$ cat src/rtl/wb_sched_pkg.sv
// Shared types and constants for the writeback slot scheduler.
// FU ids, default latencies, slot entry layout and the latency lookup.
package wb_sched_pkg;

    localparam logic [2:0] FU_NONE = 3'd0;
    localparam logic [2:0] FU_ALU  = 3'd1;
    localparam logic [2:0] FU_MEM  = 3'd2;
    localparam logic [2:0] FU_MUL  = 3'd3;
    localparam logic [2:0] FU_DIV  = 3'd4;
    localparam logic [2:0] FU_JUMP = 3'd5;

    localparam int NUM_FU = 6;

    localparam int SLOT_DEPTH_DEF = 32;
    localparam int ALU_LAT_DEF    = 1;
    localparam int MEM_LAT_DEF    = 2;
    localparam int MUL_LAT_DEF    = 7;
    localparam int DIV_LAT_DEF    = 24;
    localparam int JUMP_LAT_DEF   = 2;

    typedef struct packed {
        logic [2:0] fu;
        logic [4:0] rd;
        logic       wr;
    } slot_entry_t;

    localparam slot_entry_t SLOT_EMPTY = '0;

    // Latency of a (normalised) FU id; 0 for FU_NONE.
    function automatic int unsigned fu_lat(
        input logic [2:0]  fu,
        input int unsigned alu_lat,
        input int unsigned mem_lat,
        input int unsigned mul_lat,
        input int unsigned div_lat,
        input int unsigned jump_lat
    );
        int unsigned lat;
        lat = 0;
        case (fu)
            FU_ALU:  lat = alu_lat;
            FU_MEM:  lat = mem_lat;
            FU_MUL:  lat = mul_lat;
            FU_DIV:  lat = div_lat;
            FU_JUMP: lat = jump_lat;
            default: lat = 0;
        endcase
        return lat;
    endfunction

endpackage

$ cat src/rtl/wb_slot_table.sv
// Shifting writeback slot table: one indexed write port, slot[0] read
// port and a per-slot occupancy vector for booking lookups.
module wb_slot_table
    import wb_sched_pkg::*;
#(
    parameter int DEPTH = SLOT_DEPTH_DEF,
    localparam int IW = $clog2(DEPTH)
) (
    input  logic              clk,
    input  logic              rst,
    input  logic              wr_en_i,
    input  logic [IW-1:0]     wr_idx_i,
    input  slot_entry_t       wr_entry_i,
    output slot_entry_t       head_o,
    output logic [DEPTH-1:0]  occ_o
);

    slot_entry_t slot_q [DEPTH];
    slot_entry_t slot_d [DEPTH];

    // The booking write lands on the post-shift position.
    always_comb begin
        for (int i = 0; i < DEPTH - 1; i++) begin
            slot_d[i] = slot_q[i+1];
        end
        slot_d[DEPTH-1] = SLOT_EMPTY;
        if (wr_en_i) begin
            slot_d[wr_idx_i] = wr_entry_i;
        end
    end

    always_ff @(posedge clk) begin
        if (!rst) begin
            for (int i = 0; i < DEPTH; i++) begin
                slot_q[i] <= SLOT_EMPTY;
            end
        end else begin
            for (int i = 0; i < DEPTH; i++) begin
                slot_q[i] <= slot_d[i];
            end
        end
    end

    always_comb begin
        for (int i = 0; i < DEPTH; i++) begin
            occ_o[i] = (slot_q[i].fu != FU_NONE);
        end
    end

    assign head_o = slot_q[0];

endmodule

$ cat src/rtl/wb_slot_scheduler.sv
// Issue gate and writeback-port scheduler for the fixed-latency FUs:
// hazard checks, slot booking, busy/pending tracking, registered wb select.
module wb_slot_scheduler
    import wb_sched_pkg::*;
#(
    parameter int SLOT_DEPTH = SLOT_DEPTH_DEF,
    parameter int ALU_LAT    = ALU_LAT_DEF,
    parameter int MEM_LAT    = MEM_LAT_DEF,
    parameter int MUL_LAT    = MUL_LAT_DEF,
    parameter int DIV_LAT    = DIV_LAT_DEF,
    parameter int JUMP_LAT   = JUMP_LAT_DEF
) (
    input  logic        clk,
    input  logic        rst,
    input  logic        issue_valid,
    input  logic        issue_kill,
    input  logic [2:0]  issue_fu,
    input  logic        issue_wr,
    input  logic [4:0]  issue_rd,
    input  logic [4:0]  issue_rs1,
    input  logic [4:0]  issue_rs2,
    output logic        issue_ready,
    output logic        issue_fire,
    output logic        hz_struct,
    output logic        hz_slot,
    output logic        hz_raw,
    output logic        hz_waw,
    output logic [5:0]  fu_busy,
    output logic [31:0] pending_rd,
    output logic        wb_valid,
    output logic [2:0]  wb_fu,
    output logic [4:0]  wb_rd
);

    localparam int IW = $clog2(SLOT_DEPTH);

    function automatic bit lat_ok(input int lat);
        return (lat >= 1) && (lat <= SLOT_DEPTH - 1);
    endfunction

    if (!(lat_ok(ALU_LAT) && lat_ok(MEM_LAT) && lat_ok(MUL_LAT) &&
          lat_ok(DIV_LAT) && lat_ok(JUMP_LAT))) begin : g_bad_lat
        $error("wb_slot_scheduler: FU latency outside 1..SLOT_DEPTH-1");
    end

    logic [2:0]         fu_n;
    logic               has_fu;
    logic               wr_eff;
    int unsigned        lat;
    logic [IW-1:0]      lat_idx;
    logic [IW-1:0]      wr_idx;
    slot_entry_t        new_entry;
    slot_entry_t        head;
    logic [SLOT_DEPTH-1:0] occ;

    logic [NUM_FU-1:0]  busy_q, busy_d;
    logic [31:0]        pend_q, pend_d;
    logic               wbv_q, wbv_d;
    logic [2:0]         wbf_q, wbf_d;
    logic [4:0]         wbr_q, wbr_d;

    always_comb begin
        fu_n    = (issue_fu > FU_JUMP) ? FU_NONE : issue_fu;
        has_fu  = (fu_n != FU_NONE);
        wr_eff  = issue_wr & (issue_rd != 5'd0);
        lat     = fu_lat(fu_n, ALU_LAT, MEM_LAT, MUL_LAT,
                         DIV_LAT, JUMP_LAT);
        lat_idx = IW'(lat);
        wr_idx  = has_fu ? IW'(lat - 1) : '0;
        new_entry = '{fu: fu_n, rd: issue_rd, wr: wr_eff};
    end

    // An FU whose entry sits in slot[0] frees up at this edge.
    always_comb begin
        hz_struct = has_fu & busy_q[fu_n] & (head.fu != fu_n);
        hz_slot   = has_fu & occ[lat_idx];
        hz_raw    = has_fu &
                    (((issue_rs1 != 5'd0) & pend_q[issue_rs1]) |
                     ((issue_rs2 != 5'd0) & pend_q[issue_rs2]));
        hz_waw    = has_fu & wr_eff & pend_q[issue_rd];
        issue_ready = ~(hz_struct | hz_slot | hz_raw | hz_waw);
        issue_fire  = issue_valid & ~issue_kill & issue_ready & has_fu;
    end

    wb_slot_table #(
        .DEPTH (SLOT_DEPTH)
    ) u_table (
        .clk        (clk),
        .rst        (rst),
        .wr_en_i    (issue_fire),
        .wr_idx_i   (wr_idx),
        .wr_entry_i (new_entry),
        .head_o     (head),
        .occ_o      (occ)
    );

    // Clears are applied before sets so a same-edge set wins.
    always_comb begin
        busy_d = busy_q;
        if (head.fu != FU_NONE) begin
            busy_d[head.fu] = 1'b0;
        end
        if (issue_fire) begin
            busy_d[fu_n] = 1'b1;
        end
        busy_d[0] = 1'b0;

        pend_d = pend_q;
        if (wbv_q) begin
            pend_d[wbr_q] = 1'b0;
        end
        if (issue_fire && wr_eff) begin
            pend_d[issue_rd] = 1'b1;
        end
        pend_d[0] = 1'b0;

        wbv_d = (head.fu != FU_NONE) & head.wr;
        wbf_d = head.fu;
        wbr_d = head.rd;
    end

    always_ff @(posedge clk) begin
        if (!rst) begin
            busy_q <= '0;
            pend_q <= '0;
            wbv_q  <= 1'b0;
            wbf_q  <= FU_NONE;
            wbr_q  <= '0;
        end else begin
            busy_q <= busy_d;
            pend_q <= pend_d;
            wbv_q  <= wbv_d;
            wbf_q  <= wbf_d;
            wbr_q  <= wbr_d;
        end
    end

    assign fu_busy    = busy_q;
    assign pending_rd = pend_q;
    assign wb_valid   = wbv_q;
    assign wb_fu      = wbf_q;
    assign wb_rd      = wbr_q;

endmodule

$ cat config.mk
export PLATFORM = sky130hd
export DESIGN_NAME = wb_slot_scheduler
export DESIGN_NICKNAME = d
export VERILOG_FILES = /design/src/rtl/wb_sched_pkg.sv /design/src/rtl/wb_slot_table.sv /design/src/rtl/wb_slot_scheduler.sv
export SDC_FILE = /design/constraint.sdc
export NUM_CORES = 1
export LEC_CHECK = 0
export BUFFER_PORTS_ARGS = -buffer_cell sky130_fd_sc_hd__buf_2
export CAP_MARGIN = 20
export CORE_MARGIN = 5
export CORE_UTILIZATION = 32
export DETAILED_ROUTE_END_ITERATION = 16
export PLACE_DENSITY = 0.46
export SYNTH_ARGS = -nofsm -noshare
export SYNTH_HDL_FRONTEND = slang
export SYNTH_SLANG_ARGS = --single-unit
$ cat constraint.sdc
create_clock -name clk -period 5.5 [get_ports clk]
set_input_delay 0.825 -clock clk [delete_from_list [all_inputs] [get_ports clk]]
set_output_delay 0.825 -clock clk [all_outputs]
set_load 0.02 [all_outputs]
== Word level (Yosys, flattened, before mapping) ==
Memory sizes are Yosys's and may differ from the RTL's.
Index checks and enable logic that the tools add are counted.

* Bits in registers: 47
* RAM bits: 288
* Input bits: 23
* Output and inout port bits: 53
* Logic and storage cells: 193
* Memories: 1

{| class="wikitable"
|+ Memories
! memory !! words !! width !! read ports !! clocked after Yosys merged registers in !! wr ports !! RTL line !! source
|-
| u_table.slot_q || 32 || 9 || 32 || 0 || 32 || wb_slot_table.sv:18 || <nowiki>slot_entry_t slot_q [DEPTH];</nowiki>
|}

* Add/sub/neg operators: 1
* $lt $le $gt $ge: 14
* Eq/ne operators: 6
* Muxes and demuxes: 63
* Bitwise gates (word level): 58
* Reduce and logical (&&, ||, !) cells: 43

{| class="wikitable"
|+ Operators by type and width
! kind !! count
|-
| two-way mux 9 bit || 33
|-
| bitwise mux 288 bit || 1
|-
| two-way mux 288 bit || 1
|-
| nonzero test 3 bit || 33
|-
| two-way mux 32 bit || 2
|-
| demux 9 bit (select 5 bit) || 1
|-
| OR 1 bit || 36
|-
| AND 32 bit || 1
|-
| NOT 32 bit || 1
|-
| OR 32 bit || 1
|-
| less-than comparator 5 x 6 -> 1 bit (second input constant) || 5
|-
| binary-select mux 1 bit (select 5 bit) || 4
|-
| one-hot mux 5 bit (4 select lines) || 1
|-
| nonzero test 5 bit || 3
|-
| AND 1 bit || 13
|-
| two-way mux 6 bit || 2
|-
| two-way mux 1 bit || 11
|-
| demux 1 bit (select 5 bit) || 2
|-
| greater-or-equal comparator 5 x 1 -> 1 bit (second input constant) || 2
|-
| less-than comparator 3 x 4 -> 1 bit (second input constant) || 2
|-
| AND 6 bit || 1
|-
| demux 1 bit (select 3 bit) || 2
|-
| == test 3 x 2 -> 1 bit (second input constant) || 2
|-
| == test 3 bit (second input constant) || 2
|-
| other kinds (16) || 23
|}

== Logic depth before layout (Yosys ltp) ==
* Depth after elaboration: 16
* Mapped depth: 12
* Mapped depth without buffers: 9

== Modules after synthesis ==
A second synthesis with hierarchy kept.

* Cell total of the unflattened synthesis: 1346
* Area total of the unflattened synthesis: 13759.4 um^2

{| class="wikitable"
|+ By module, submodules not included
! module !! instances !! cells each !! area each (um^2) !! sequential area each (um^2)
|-
| wb_slot_table || 1 || 1032 || 10754.1 || 5765.5
|-
| wb_slot_scheduler || 1 || 314 || 3005.4 || 900.9
|}

== Worst setup path before layout ==
Ideal clock, no wire load.

* Path type: input to output
* From: in issue_fu[2]
* To: out issue_fire
* Data arrival time: 3597 ps
* Data required time: 4675 ps
* Setup slack: 1078 ps
* Stages: 10
* Path buffers: 1
* Cell sequence: inv_1 ha_1 or3b_1 or4_1 a31oi_1 a41oi_1 or2_2 buf_2 nor3_1 and2_1

* Longest elaborated chain between the ends: 14
* Elaborated cells on any way between the ends: 27
* Those cells by class: order compare: 1; eq/ne: 6; mux: 6; bitwise: 12; reduce/logical: 2

{| class="wikitable"
|+ Ends and longest elaborated chain
! what !! RTL line !! source
|-
| from (decl) || wb_slot_scheduler.sv:17 || <nowiki>input logic [2:0] issue_fu,</nowiki>
|-
| greater-than comparator 3 bit || wb_slot_scheduler.sv:63 || <nowiki>fu_n = (issue_fu > FU_JUMP) ? FU_NONE : issue_fu;</nowiki>
|-
| two-way mux 3 bit * || wb_slot_scheduler.sv:63 ||
|-
| == test 3 bit / == test 3 x 2 -> 1 bit (equally long branches) || wb_sched_pkg.sv:40 || <nowiki>case (fu)</nowiki>
|-
| OR reduction 2 bit (no source line) || -- ||
|-
| one-hot mux 5 bit (4 select lines) || wb_sched_pkg.sv:40 ||
|-
| binary-select mux 1 bit (select 5 bit) || wb_slot_scheduler.sv:76 || <nowiki>hz_slot = has_fu & occ[lat_idx];</nowiki>
|-
| two-way mux 1 bit (not written as such) || wb_slot_scheduler.sv:76 ||
|-
| AND 1 bit * || wb_slot_scheduler.sv:76 ||
|-
| via hz_slot || wb_slot_scheduler.sv:25 || <nowiki>output logic hz_slot,</nowiki>
|-
| OR 1 bit * (3 in series) || wb_slot_scheduler.sv:81 || <nowiki>issue_ready = ~(hz_struct | hz_slot | hz_raw | hz_waw);</nowiki>
|-
| NOT 1 bit * || wb_slot_scheduler.sv:81 ||
|-
| via issue_ready || wb_slot_scheduler.sv:22 || <nowiki>output logic issue_ready,</nowiki>
|-
| AND 1 bit * (2 in series) || wb_slot_scheduler.sv:82 || <nowiki>issue_fire = issue_valid & ~issue_kill & issue_ready & has_fu;</nowiki>
|-
| to (decl) || wb_slot_scheduler.sv:23 || <nowiki>output logic issue_fire,</nowiki>
|}

Mark *: on every way through the listed nets, which the timed path passes. The rest lies on a longest branch. The select of a mux whose other input is x is not followed.

== Worst setup path in the final report ==
* From: in issue_fu[2]
* To: out issue_fire

* Longest elaborated chain between the ends: 14
* Elaborated cells on any way between the ends: 27
* Those cells by class: order compare: 1; eq/ne: 6; mux: 6; bitwise: 12; reduce/logical: 2

{| class="wikitable"
|+ Ends and longest elaborated chain
! what !! RTL line
|-
| greater-than comparator 3 bit || wb_slot_scheduler.sv:63
|-
| two-way mux 3 bit * || wb_slot_scheduler.sv:63
|-
| == test 3 bit / == test 3 x 2 -> 1 bit (equally long branches) || wb_sched_pkg.sv:40
|-
| OR reduction 2 bit (no source line) || --
|-
| one-hot mux 5 bit (4 select lines) || wb_sched_pkg.sv:40
|-
| binary-select mux 1 bit (select 5 bit) || wb_slot_scheduler.sv:76
|-
| two-way mux 1 bit (not written as such) || wb_slot_scheduler.sv:76
|-
| AND 1 bit || wb_slot_scheduler.sv:76
|-
| OR 1 bit (3 in series) || wb_slot_scheduler.sv:81
|-
| NOT 1 bit || wb_slot_scheduler.sv:81
|-
| AND 1 bit || wb_slot_scheduler.sv:82
|-
| AND 1 bit * || wb_slot_scheduler.sv:82
|}

Every way passes the cells marked *; elsewhere a longest branch is shown, timed or not. The select of a mux whose other input is x is not followed.

==> results.ini <==
[outcome]
outcome = finished, final reports clean

[clock_network]
cts_resized = 0
postCtsHoldBufs = 0
clock-sinks = 333
ctsRootBufferMaster = clkbuf_16
cts_buffer_depth = 3
cts_tree = done
post_cts_buffers = 0
cts_made_buffers = 37
clkSlewWorstSetupHoldPaths_ns = 0.06
clk_latency_ns = 0.50
cts_htree_levels = 2

[worst_setup_path]
critPathMaxFanout = 8
crit_required_ns = 4.68
crit_path_end_kind = primary output
cp_top_family = simple AND/OR/NAND/NOR gates
cp_slowest_cell = or3b_1
crit-reg2reg-launch = pending_rd[13]$_SDFF_PN0_
regToRegEndpoint = pending_rd[18]$_SDFF_PN0_
setup.worst_path.class = input port to primary output
r2r_cells = 8
cp.arrival_ns = 3.44
cp-start-kind = input port
cp.depth = 11
endpoint = issue_fire
worst-path-buf-inv = 3
cp-startpoint = issue_fu[2]
crit_path_cell_trace = buf_2, inv_1, ha_1, or3b_1, or4_1, a31oi_1, a41oi_1, or2_2, nor3_1, and2_1, buf_2
cpMostUsedCell = buf_2
ff2ff_setup_slack_ns = 1.95
max_stage_delay_ns = 0.45

[yosys]
synth_cell_types = 55
synth-seq-area-share_pct = 59.2
synth_top_family_by_area = simple AND/OR/NAND/NOR gates
async_flop_share_pct = 0
synthCells = 1032
synth_xor_area_share_pct = 0.233
yosys-mux-area-fraction_pct = 8.61
synth_fa_ha_area_share_pct = 0.556
synth_edf_count = 0
synth_ff_type = dfxtp_1
synth-compound-area-share_pct = 6.48
synth-simple-area-share_pct = 21.8
synth_area_sq_mm = 0.0113
ys_seq_elements = 333
syn_avg_cell_area_sq_um = 10.9
yosysWarnings = 0

[detailed_routing]
vias = 7087
via_per_inst = 4.51
remaining_drc_errors = 0
wirelength_mm = 23.2
wl_per_cell_um = 14.7
first_pass_iters = 4
ant_nets = 0
drt_iter0_markers = 384

[timing]
fin_crit_ns = 4.27
max_slew.worst_pin.slew_ns = 0.903
max_clock_freq_ghz = 0.234
slew_violations = 0
tns_ns = 0
setup_viol = 0
holdWs_ns = 0.415
period_share_pct = 77.6
hold_viol_final = 0
rsz0062_at_grt = false
clock_skew_ns = 0.0122
slew_headroom_pct = 39.3

[pwr]
leakage_uw = 0.00529
swShare_pct = 21.1
combPwrFrac_pct = 3.2
clock_power_share_pct = 47.3
p_int_uw = 3880
p_per_area_mw_per_mm2 = 373
irDropWorstVdd_uv = 217
power_switching_uw = 1040
pwr-share-seq_pct = 49.5

[placed_design]
dp_hpwl_mm = 14.2
io_buffers = 73
gp_congestion = 0.814

[finish]
nFillCells = 3423
final_nets = 1118
syn_to_final_growth_pct = 17.1
layout-drive-gt1-share_pct = 14.7
num_antenna_cells = 0

[die]
rows = 68
die_w_um = 198
die_y_um = 198
fp.dieArea_sq_mm = 0.0390
start_util_pct = 32.5
io_pins = 76
coreArea_sq_mm = 0.0346

[hold_path]
hp-class = register to register

[global_routing]
grt_max_degree = 167
track_usage_pct = 11.6
grt_pass1_vias = 6697
grt_overflow = 0
grt_pass1_wl_mm = 37.5
antenna_found_initial = 0

[job]
max-cap-violations = 0

synthesized netlist by cell type (3+ instances only):
| cell | number | area, sq um |
|---|---|---|
| inv_1 | 12 | 45.0 |
| nand2b_1 | 5 | 31.3 |
| nor4_4 | 3 | 63.8 |
| mux4_2 | 19 | 428 |
| nor2_1 | 23 | 86.3 |
| buf_2 | 11 | 55.1 |
| clkbuf_1 | 52 | 195 |
| mux2i_1 | 54 | 541 |
| ha_1 | 5 | 62.6 |
| nand3_1 | 14 | 70.1 |
| o21ai_1 | 30 | 150 |
| and2_1 | 234 | 1460 |
| or4_1 | 11 | 82.6 |
| xnor2_1 | 3 | 26.3 |
| buf_4 | 3 | 22.5 |
| a21oi_1 | 6 | 30.0 |
| buf_1 | 4 | 15.0 |
| a31oi_1 | 3 | 18.8 |
| nand4b_1 | 3 | 26.3 |
| o21ai_0 | 7 | 35.0 |
| o21a_1 | 5 | 37.5 |
| nand2_1 | 94 | 353 |
| nor3_1 | 5 | 25.0 |
| nand3b_1 | 8 | 60.1 |
| nand4_1 | 5 | 31.3 |
| o211ai_1 | 32 | 240 |
| nor2b_1 | 4 | 25.0 |
| dfxtp_1 | 333 | 6670 |
| and3_1 | 4 | 25.0 |
state kept, by name (all words and copies together), names as in the netlist:
register / count
fu_busy: 5
pending_rd: 31
u_table.slot_q: 288
wb_fu: 3
wb_rd: 5
wb_valid: 1
worst min path at each step:
stage	from	end	slack (ns)	cells past startpoint
floorplan	u_table.slot_q[1][25]$_SDFF_PN0_	u_table.slot_q[1][16]$_SDFF_PN0_	0.40	2
global placement	u_table.slot_q[1][25]$_SDFF_PN0_	u_table.slot_q[1][16]$_SDFF_PN0_	0.40	2
detailed placement	u_table.slot_q[1][25]$_SDFF_PN0_	u_table.slot_q[1][16]$_SDFF_PN0_	0.41	2
CTS	u_table.slot_q[1][130]$_SDFF_PN0_	u_table.slot_q[1][121]$_SDFF_PN0_	0.42	1
global route	u_table.slot_q[1][130]$_SDFF_PN0_	u_table.slot_q[1][121]$_SDFF_PN0_	0.42	1
finish	u_table.slot_q[1][130]$_SDFF_PN0_	u_table.slot_q[1][121]$_SDFF_PN0_	0.41	1
per-stage QoR:
stage | util [%] | std cells | cell area (sq um) | power, uW | worst slack, ns
final | 38.0 | 1572 | 13200 | 4920 | 1.23
after global placement | 34.6 | 1506 | 12000 | 2650 | 1.27
after floorplan | - | 1042 | 11300 | 2600 | 1.08
after detailed placement | 34.6 | 1506 | 12000 | 2650 | 1.12
after CTS | 38.0 | 1572 | 13200 | 5020 | 1.20
after global routing | 38.0 | 1572 | 13200 | 5140 | 1.05
worst reg2reg max path: stages (launching register included):
cell,delay [ns]
dfxtp_1,0.39
mux4_2,0.49
or3b_1,0.35
o31ai_1,0.07
a2111oi_0,0.10
a311o_1,0.52
or4b_1,1.02
buf_4,0.37
o21ai_0,0.16
power groups by stage:
stage | Sequential (uW) | Combinational [uW] | Clock [uW]
3_3_place_gp | 2490 | 160 | 0
4_1_cts | 2430 | 160 | 2430
6_report | 2430 | 157 | 2330
3_5_place_dp | 2490 | 160 | 0
5_1_grt | 2430 | 175 | 2530
2_1_floorplan | 2490 | 113 | 0
metal layers:
metal  wire [um]  track usage [%]  vias up
met4         508             3.47        0
met1       11100             16.4     3334
met3        1240             2.66       44
li1            -                -     3558
met5           0                0        -
met2       10300             17.9      151
kinds of logic after synthesis:
family                   Yosys count
multiplexers                      73
buffers and inverters             83
flip-flops                       333
XOR/XNOR                           3
AND/OR/NAND/NOR                  427
AO/OA/AOI/OAI                    107
adder cells (fa/ha/maj)            5
other                              1
area by class of cell:
class / count / area, sq um / area share, %
clock inverters: 7 / 50.0 / 0.380
multi-input cells: 626 / 4290 / 32.5
well taps: 455 / 569 / 4.32
repair buffers: 80 / 427 / 3.24
inverters: 12 / 45.0 / 0.342
clock buffers: 59 / 1130 / 8.58
flip-flops and latches: 333 / 6670 / 50.6
layout by cell type (no fill, tap or decap), types with 6 or more instances in the layout:
cell type | Yosys | routed
a21oi_1 | 6 | 6
and2_1 | 234 | 234
buf_2 | 11 | 72
buf_4 | 3 | 7
clkbuf_1 | 52 | 11
clkbuf_16 | 0 | 38
clkbuf_8 | 0 | 11
conb_1 | 1 | 11
dfxtp_1 | 333 | 333
inv_1 | 12 | 12
mux2i_1 | 54 | 54
mux4_2 | 19 | 19
nand2_1 | 94 | 94
nand3_1 | 14 | 14
nand3b_1 | 8 | 8
nor2_1 | 23 | 23
o211ai_1 | 32 | 32
o21ai_0 | 7 | 7
o21ai_1 | 30 | 30
or4_1 | 11 | 11
(Power assumes the default switching activity.)
